`src/rtl/regbank_16x16b_wr_pkg.sv`:
```
// rtl/regbank_16x16b_wr_pkg.sv - shared widths, FSM encoding and select decoder for the write bank
package regbank_16x16b_wr_pkg;

  localparam int REG_W = 16;
  localparam int NREGS = 16;
  localparam int SEL_W = 4;

  typedef enum logic {
    ST_IDLE  = 1'b0,
    ST_CLEAR = 1'b1
  } state_t;

  function automatic logic [NREGS-1:0] decode_sel(input logic [SEL_W-1:0] idx);
    logic [NREGS-1:0] oh;
    oh = '0;
    oh[idx] = 1'b1;
    return oh;
  endfunction

endpackage

```
`src/rtl/regbank_16x16b_wr_reg.sv`:
```
// rtl/regbank_16x16b_wr_reg.sv - one storage register: load enable, sync data, async active-low clear
module regbank_16x16b_wr_reg #(
  parameter int WIDTH = 16
) (
  input  logic             clk,
  input  logic             rst_n,
  input  logic             en,
  input  logic [WIDTH-1:0] d,
  output logic [WIDTH-1:0] q
);

  always_ff @(posedge clk or negedge rst_n) begin
    if (!rst_n) begin
      q <= '0;
    end else if (en) begin
      q <= d;
    end
  end

endmodule

```
`src/rtl/regbank_16x16b_wr.sv`:
```
// rtl/regbank_16x16b_wr.sv - 16x16b register bank write side: 1:16 demux, valid/ready write, 16-cycle clear
module regbank_16x16b_wr
  import regbank_16x16b_wr_pkg::*;
#(
  parameter int WIDTH = REG_W
) (
  input  logic             clk,
  input  logic             rst_n,
  input  logic [WIDTH-1:0] D,
  input  logic             sel3,
  input  logic             sel2,
  input  logic             sel1,
  input  logic             sel0,
  input  logic             WR_VALID,
  output logic             WR_READY,
  output logic             WR_ACK,
  input  logic             CLR_REQ,
  output logic             BUSY,
  output logic [WIDTH-1:0] A,
  output logic [WIDTH-1:0] B,
  output logic [WIDTH-1:0] C,
  output logic [WIDTH-1:0] E,
  output logic [WIDTH-1:0] F,
  output logic [WIDTH-1:0] G,
  output logic [WIDTH-1:0] H,
  output logic [WIDTH-1:0] I,
  output logic [WIDTH-1:0] J,
  output logic [WIDTH-1:0] K,
  output logic [WIDTH-1:0] L,
  output logic [WIDTH-1:0] M,
  output logic [WIDTH-1:0] N,
  output logic [WIDTH-1:0] O,
  output logic [WIDTH-1:0] P,
  output logic [WIDTH-1:0] Dq
);

  state_t           state_q, state_d;
  logic [SEL_W-1:0] cnt_q, cnt_d;
  logic [SEL_W-1:0] sel, wr_idx;
  logic             ack_q, clearing, accept;
  logic [NREGS-1:0] wr_en;
  logic [WIDTH-1:0] wr_data;
  logic [WIDTH-1:0] q [NREGS];

  assign sel      = {sel3, sel2, sel1, sel0};
  assign clearing = (state_q == ST_CLEAR);
  assign WR_READY = (state_q == ST_IDLE);
  assign BUSY     = clearing;
  assign WR_ACK   = ack_q;
  assign accept   = WR_VALID & WR_READY;

  always_comb begin
    state_d = state_q;
    cnt_d   = cnt_q;
    case (state_q)
      ST_IDLE: begin
        if (CLR_REQ) begin
          state_d = ST_CLEAR;
          cnt_d   = '0;
        end
      end
      ST_CLEAR: begin
        cnt_d = cnt_q + 4'd1;
        if (cnt_q == 4'hF) begin
          state_d = ST_IDLE;
        end
      end
      default: state_d = ST_IDLE;
    endcase
  end

  always_ff @(posedge clk or negedge rst_n) begin
    if (!rst_n) begin
      state_q <= ST_IDLE;
      cnt_q   <= '0;
      ack_q   <= 1'b0;
    end else begin
      state_q <= state_d;
      cnt_q   <= cnt_d;
      ack_q   <= accept;
    end
  end

  // The clear sweep borrows the write port: counter replaces sel, zero replaces D.
  assign wr_idx  = clearing ? cnt_q : sel;
  assign wr_en   = (accept | clearing) ? decode_sel(wr_idx) : '0;
  assign wr_data = clearing ? '0 : D;

  for (genvar g = 0; g < NREGS; g++) begin : r
    regbank_16x16b_wr_reg #(.WIDTH(WIDTH)) u_reg (
      .clk   (clk),
      .rst_n (rst_n),
      .en    (wr_en[g]),
      .d     (wr_data),
      .q     (q[g])
    );
  end

  assign A  = q[0];
  assign B  = q[1];
  assign C  = q[2];
  assign Dq = q[3];
  assign E  = q[4];
  assign F  = q[5];
  assign G  = q[6];
  assign H  = q[7];
  assign I  = q[8];
  assign J  = q[9];
  assign K  = q[10];
  assign L  = q[11];
  assign M  = q[12];
  assign N  = q[13];
  assign O  = q[14];
  assign P  = q[15];

endmodule
```
`config.mk`:
```
export PLATFORM = sky130hd
export DESIGN_NAME = regbank_16x16b_wr
export DESIGN_NICKNAME = d
export VERILOG_FILES = /design/src/rtl/regbank_16x16b_wr_pkg.sv /design/src/rtl/regbank_16x16b_wr_reg.sv /design/src/rtl/regbank_16x16b_wr.sv
export SDC_FILE = /design/constraint.sdc
export NUM_CORES = 1
export LEC_CHECK = 0
export ABC_AREA = 1
export BUFFER_PORTS_ARGS = -buffer_cell sky130_fd_sc_hd__buf_2
export CORE_MARGIN = 2
export CORE_UTILIZATION = 53
export CTS_CLUSTER_SIZE = 20
export DETAILED_ROUTE_END_ITERATION = 10
export PLACE_DENSITY = 0.8
export SLEW_MARGIN = 20
export SYNTH_ARGS = -nofsm -noshare
export SYNTH_HDL_FRONTEND = slang
export SYNTH_SLANG_ARGS = --single-unit
```
`constraint.sdc`:
```
create_clock -name clk -period 1.81 [get_ports clk]
set_input_delay 0.181 -clock clk [delete_from_list [all_inputs] [get_ports clk]]
set_output_delay 0.181 -clock clk [all_outputs]
set_load 0.01 [all_outputs]
```
==> run summary <==
The flow ran to the end, and the final reports show no timing, DRC or antenna violations. The worst setup path is of the reg -> reg kind. In this run the count of I/O pins placed on the die edge is 283. The full die area is 0.02156 mm2. Once placement finished, the instance area stood at 0.01266 mm2. The path type of the worst min-delay path is in -> reg. The die extent in y came out at 146.8 um. The count of vias placed by the detailed router is 9897.

On the final layout, the worst clock skew is 0.01320 ns. The initial antenna violation count came out at 0. The top achievable clock speed is 0.5655 GHz.

The worst setup path is captured at a flip-flop. The post-route minimum period is 1.768 ns. The total number of yosys warnings is 0. The met3 wire length came out at 2784 um. The number of buffer and inverter stages on the critical path came out at 2.

TritonCTS built the clock tree. The kind of cell adding the most delay to the critical path is simple AND/OR/NAND/NOR gates. In this run the number of H-tree levels came out at 1. Setup repair after global routing could not meet its margin everywhere.

The worst setup path is launched from a flip-flop. Setup violations remaining at the end of the flow were counted as 0. After detailed routing, the number of remaining DRC violations is 0. The worst path setup slack after routing came out at 0.04160 ns. Walking the worst path, the cells encountered are buf_12 -> nand2_1 -> nand3_1 -> nor2_4 -> buf_6 -> nand3_1 -> nand2_1.

The number of nets at the end of the flow is 1546. In this run the top signal layer used is met4. The final design area excluding fillers is ~0.014 mm2. The number of nets with antenna violations after detailed routing is 0. The netlist area before placement came out at around 0.011 mm2. The area of the placeable core came out at 0.02010 mm2. Dividing the detail-routed via count by the number of cells gives around 5.5. The violation count after the first detailed-routing iteration is between 800 and 900.

The final period utilization is 0.9770. The clock net in this run drives a total of 262 sinks. The required time at the worst-slack endpoint is 2.28 ns. Entering global routing, the biggest net connects 61 pins.

The via count of the first global-routing pass is between 9000 and 10000. The number of max-slew violations in the final report was 0. The global router's overall resource usage came out at 0.3095. Counting distinct cell types in the post-synthesis netlist gives 21. The final global-route overflow total came out at 0. The tool flagged a number of max-cap violations equal to 0. The register bit count reported by yosys came out at 262. The fraction of final layout cells sized beyond drive strength 1 is 0.2896.

At the later pin of the worst-skew pair, clock insertion delay measures 0.53 ns. The largest single stage delay on the critical path is 0.42 ns. The sum of internal, switching and leakage power came out at 28.52 mW. The total nets after synthesis is 1248. The endpoint arrival time on the critical path came out at approximately 2.2 ns. The gate count of the mapped netlist came out at 1223. The placer congestion estimate is 0.8493. The maximum resistive drop on vdd is about 1200 uV. The total power divided by cell area is 2054 mW/mm2. Before antenna repair, the detailed router went through 6 iterations. The wire length the detailed router placed on met1 is 13440 um. The length of routed met2 wiring is 16440 um. Timing analysis after detailed placement gives a worst setup slack of -0.1370 ns.

The first-pass GRT wire length is 52010 um. The number of fillers in the final layout came out at 1577. The floorplan step set the die width to 146.8 um. The post-route worst hold slack is 0.1479 ns. The longest clock path from root to sink contains 3 buffers. The area growth from synthesis to layout is 28.40%.

The detailed-route wire length per cell is 18.88 um. The leakage power total came out at 8.455 nW. The relative slew slack came out at 0.5205.

The number of hold violations in the final report came out at 0. The maximum fanout along the worst path is 31. Among all stages on the critical path, the largest delay is contributed by dfrtp_2. The TritonCTS buffer count came out at 27. After legalization and detailed placement, the total HPWL measured 21750 um. The standard-cell row count is 52.

Clock-pin slew was measured on the worst setup and hold paths at roughly 0.060 ns. The tree is rooted in a clkbuf_16. Dividing the synthesized area by the synthesized cell count gives 8.840 um2. The number of buffers added on ports is around 280. The slew at the pin closest to its max-slew limit came out at approximately 0.7 ns. Of the synthesized area, sequential elements account for 0.6064. The overall routed net length came out at approximately 34000 um. For this configuration, the core starts out at a cell density of 0.5378.
[kinds of logic after synthesis]
| logic type | Yosys count | share of synthesized area |
|---|---|---|
| simple gates | 841 | 0.3329 |
| flops | 262 | 0.6064 |
| buf+inv | 114 | 0.05682 |
| fa+ha+maj | 1 | 0.001157 |
| compound gates | 5 | 0.002662 |
[Yosys cell counts]
cell type  instances  area share
nor2_1            19      0.0066
buf_4             30       0.021
inv_2              4      0.0014
nor2_4             9      0.0094
o21ai_0            3      0.0014
ha_1               1      0.0012
nand2_4            1      0.0010
nand3_1          258        0.12
inv_1             22      0.0076
buf_2             33       0.015
nand4_1            1     0.00058
nand2_2           14      0.0081
dfrtp_1          262        0.61
o21a_1             1     0.00069
nor2_2             3      0.0017
buf_1              4      0.0014
clkbuf_1          16      0.0056
nand2_1          536        0.19
buf_6              4      0.0042
inv_4              1     0.00058
o22ai_1            1     0.00058
[sequential cells by signal, summed over array words and instances, names as in the netlist]
name	flops
WR_ACK	1
r.u_reg.q	256
cnt_q	4
BUSY	1
[worst reg2reg max path, cell delays in order, from the launching register on]
cell and delay [ns]:
dfrtp_2 0.42, buf_12 0.16, nand2_1 0.15, nand3_1 0.17
nor2_4 0.29, buf_6 0.29, nand3_1 0.13, nand2_1 0.11
[power by group]
| part | switching [mW] | internal, mW |
|---|---|---|
| logic | 9.17 | 4.73 |
| registers | 1.40 | 8.01 |
| clock network | 2.27 | 2.94 |
| total | 12.8 | 15.7 |
[metrics by stage]
step | std cells | setup TNS (ns) | utilization
4_1_cts | 1793 | -0.1030 | 0.6779
3_5_place_dp | 1739 | -7.917 | 0.6295
3_3_place_gp | 1739 | -1.487 | 0.6293
2_1_floorplan | 1223 | 0 | -
6_report | 1811 | 0 | 0.6905
5_1_grt | 1810 | -1.013 | 0.6904
[path summary, 6_finish.rpt]
check,slack (ns),cells after the start,start,end
setup reg to reg,0.04,7,BUSY,r[4].u_reg.q[6]
max in group asynchronous,0.96,3,rst_n,r[10].u_reg.q[2]
hold / removal,0.15,5,D[3],r[7].u_reg.q[3]
min in group asynchronous,0.20,2,rst_n,r[9].u_reg.q[12]
setup / recovery,0.04,7,BUSY,r[4].u_reg.q[6]
hold reg to reg,0.46,2,r[8].u_reg.q[3],r[8].u_reg.q[3]
[repair_timing]
item,4_1_cts,5_1_grt
setup endpoints to repair,151,249
endpoints found under the hold margin,84,0
pin swaps,3,10
cloned,1,2
buffers inserted,2,16
gates resized for setup,19,23
hold buffers,3,0
[layout make-up]
| class | count | area [um2] | area share |
|---|---|---|---|
| timing repair buffer | 356 | 2236 | 0.1611 |
| antenna | 1 | 2.502 | 0.0001803 |
| multi-input combinational | 847 | 3825 | 0.2755 |
| clock inverter | 12 | 95.09 | 0.006850 |
| sequential | 262 | 6558 | 0.4724 |
| inverter | 27 | 108.9 | 0.007841 |
| tap | 270 | 337.8 | 0.02434 |
| clock buffer | 36 | 719.4 | 0.05183 |
[routing by layer]
layer,GRT usage,vias up
li1,-,4476
met1,0.4285,4830
met2,0.4937,485
met3,0.05435,106
met4,0.1194,0
met5,0,-
[cell usage in the layout (no fill, tap or decap)]
master and n:
clkinvlp_4 1, inv_2 3, clkbuf_1 8, nand2_8 1, dlygate4sd3_1 3, nand2_1 532
buf_12 14, o21ai_0 3, o22ai_1 1, clkbuf_16 29, ha_1 1, clkinv_2 8
buf_2 281, buf_4 44, o21a_1 1, nand2_4 12, clkbuf_8 1, dfrtp_1 261
buf_6 11, nor2_1 3, inv_1 22, dfrtp_2 1, inv_6 3, bufinv_16 1
nand2_2 6, diode_2 1, nand4_1 1, inv_4 1, nor2_2 6, nor2_4 22
buf_8 1, nand3_1 258
Power figures use the tool's default switching activity.
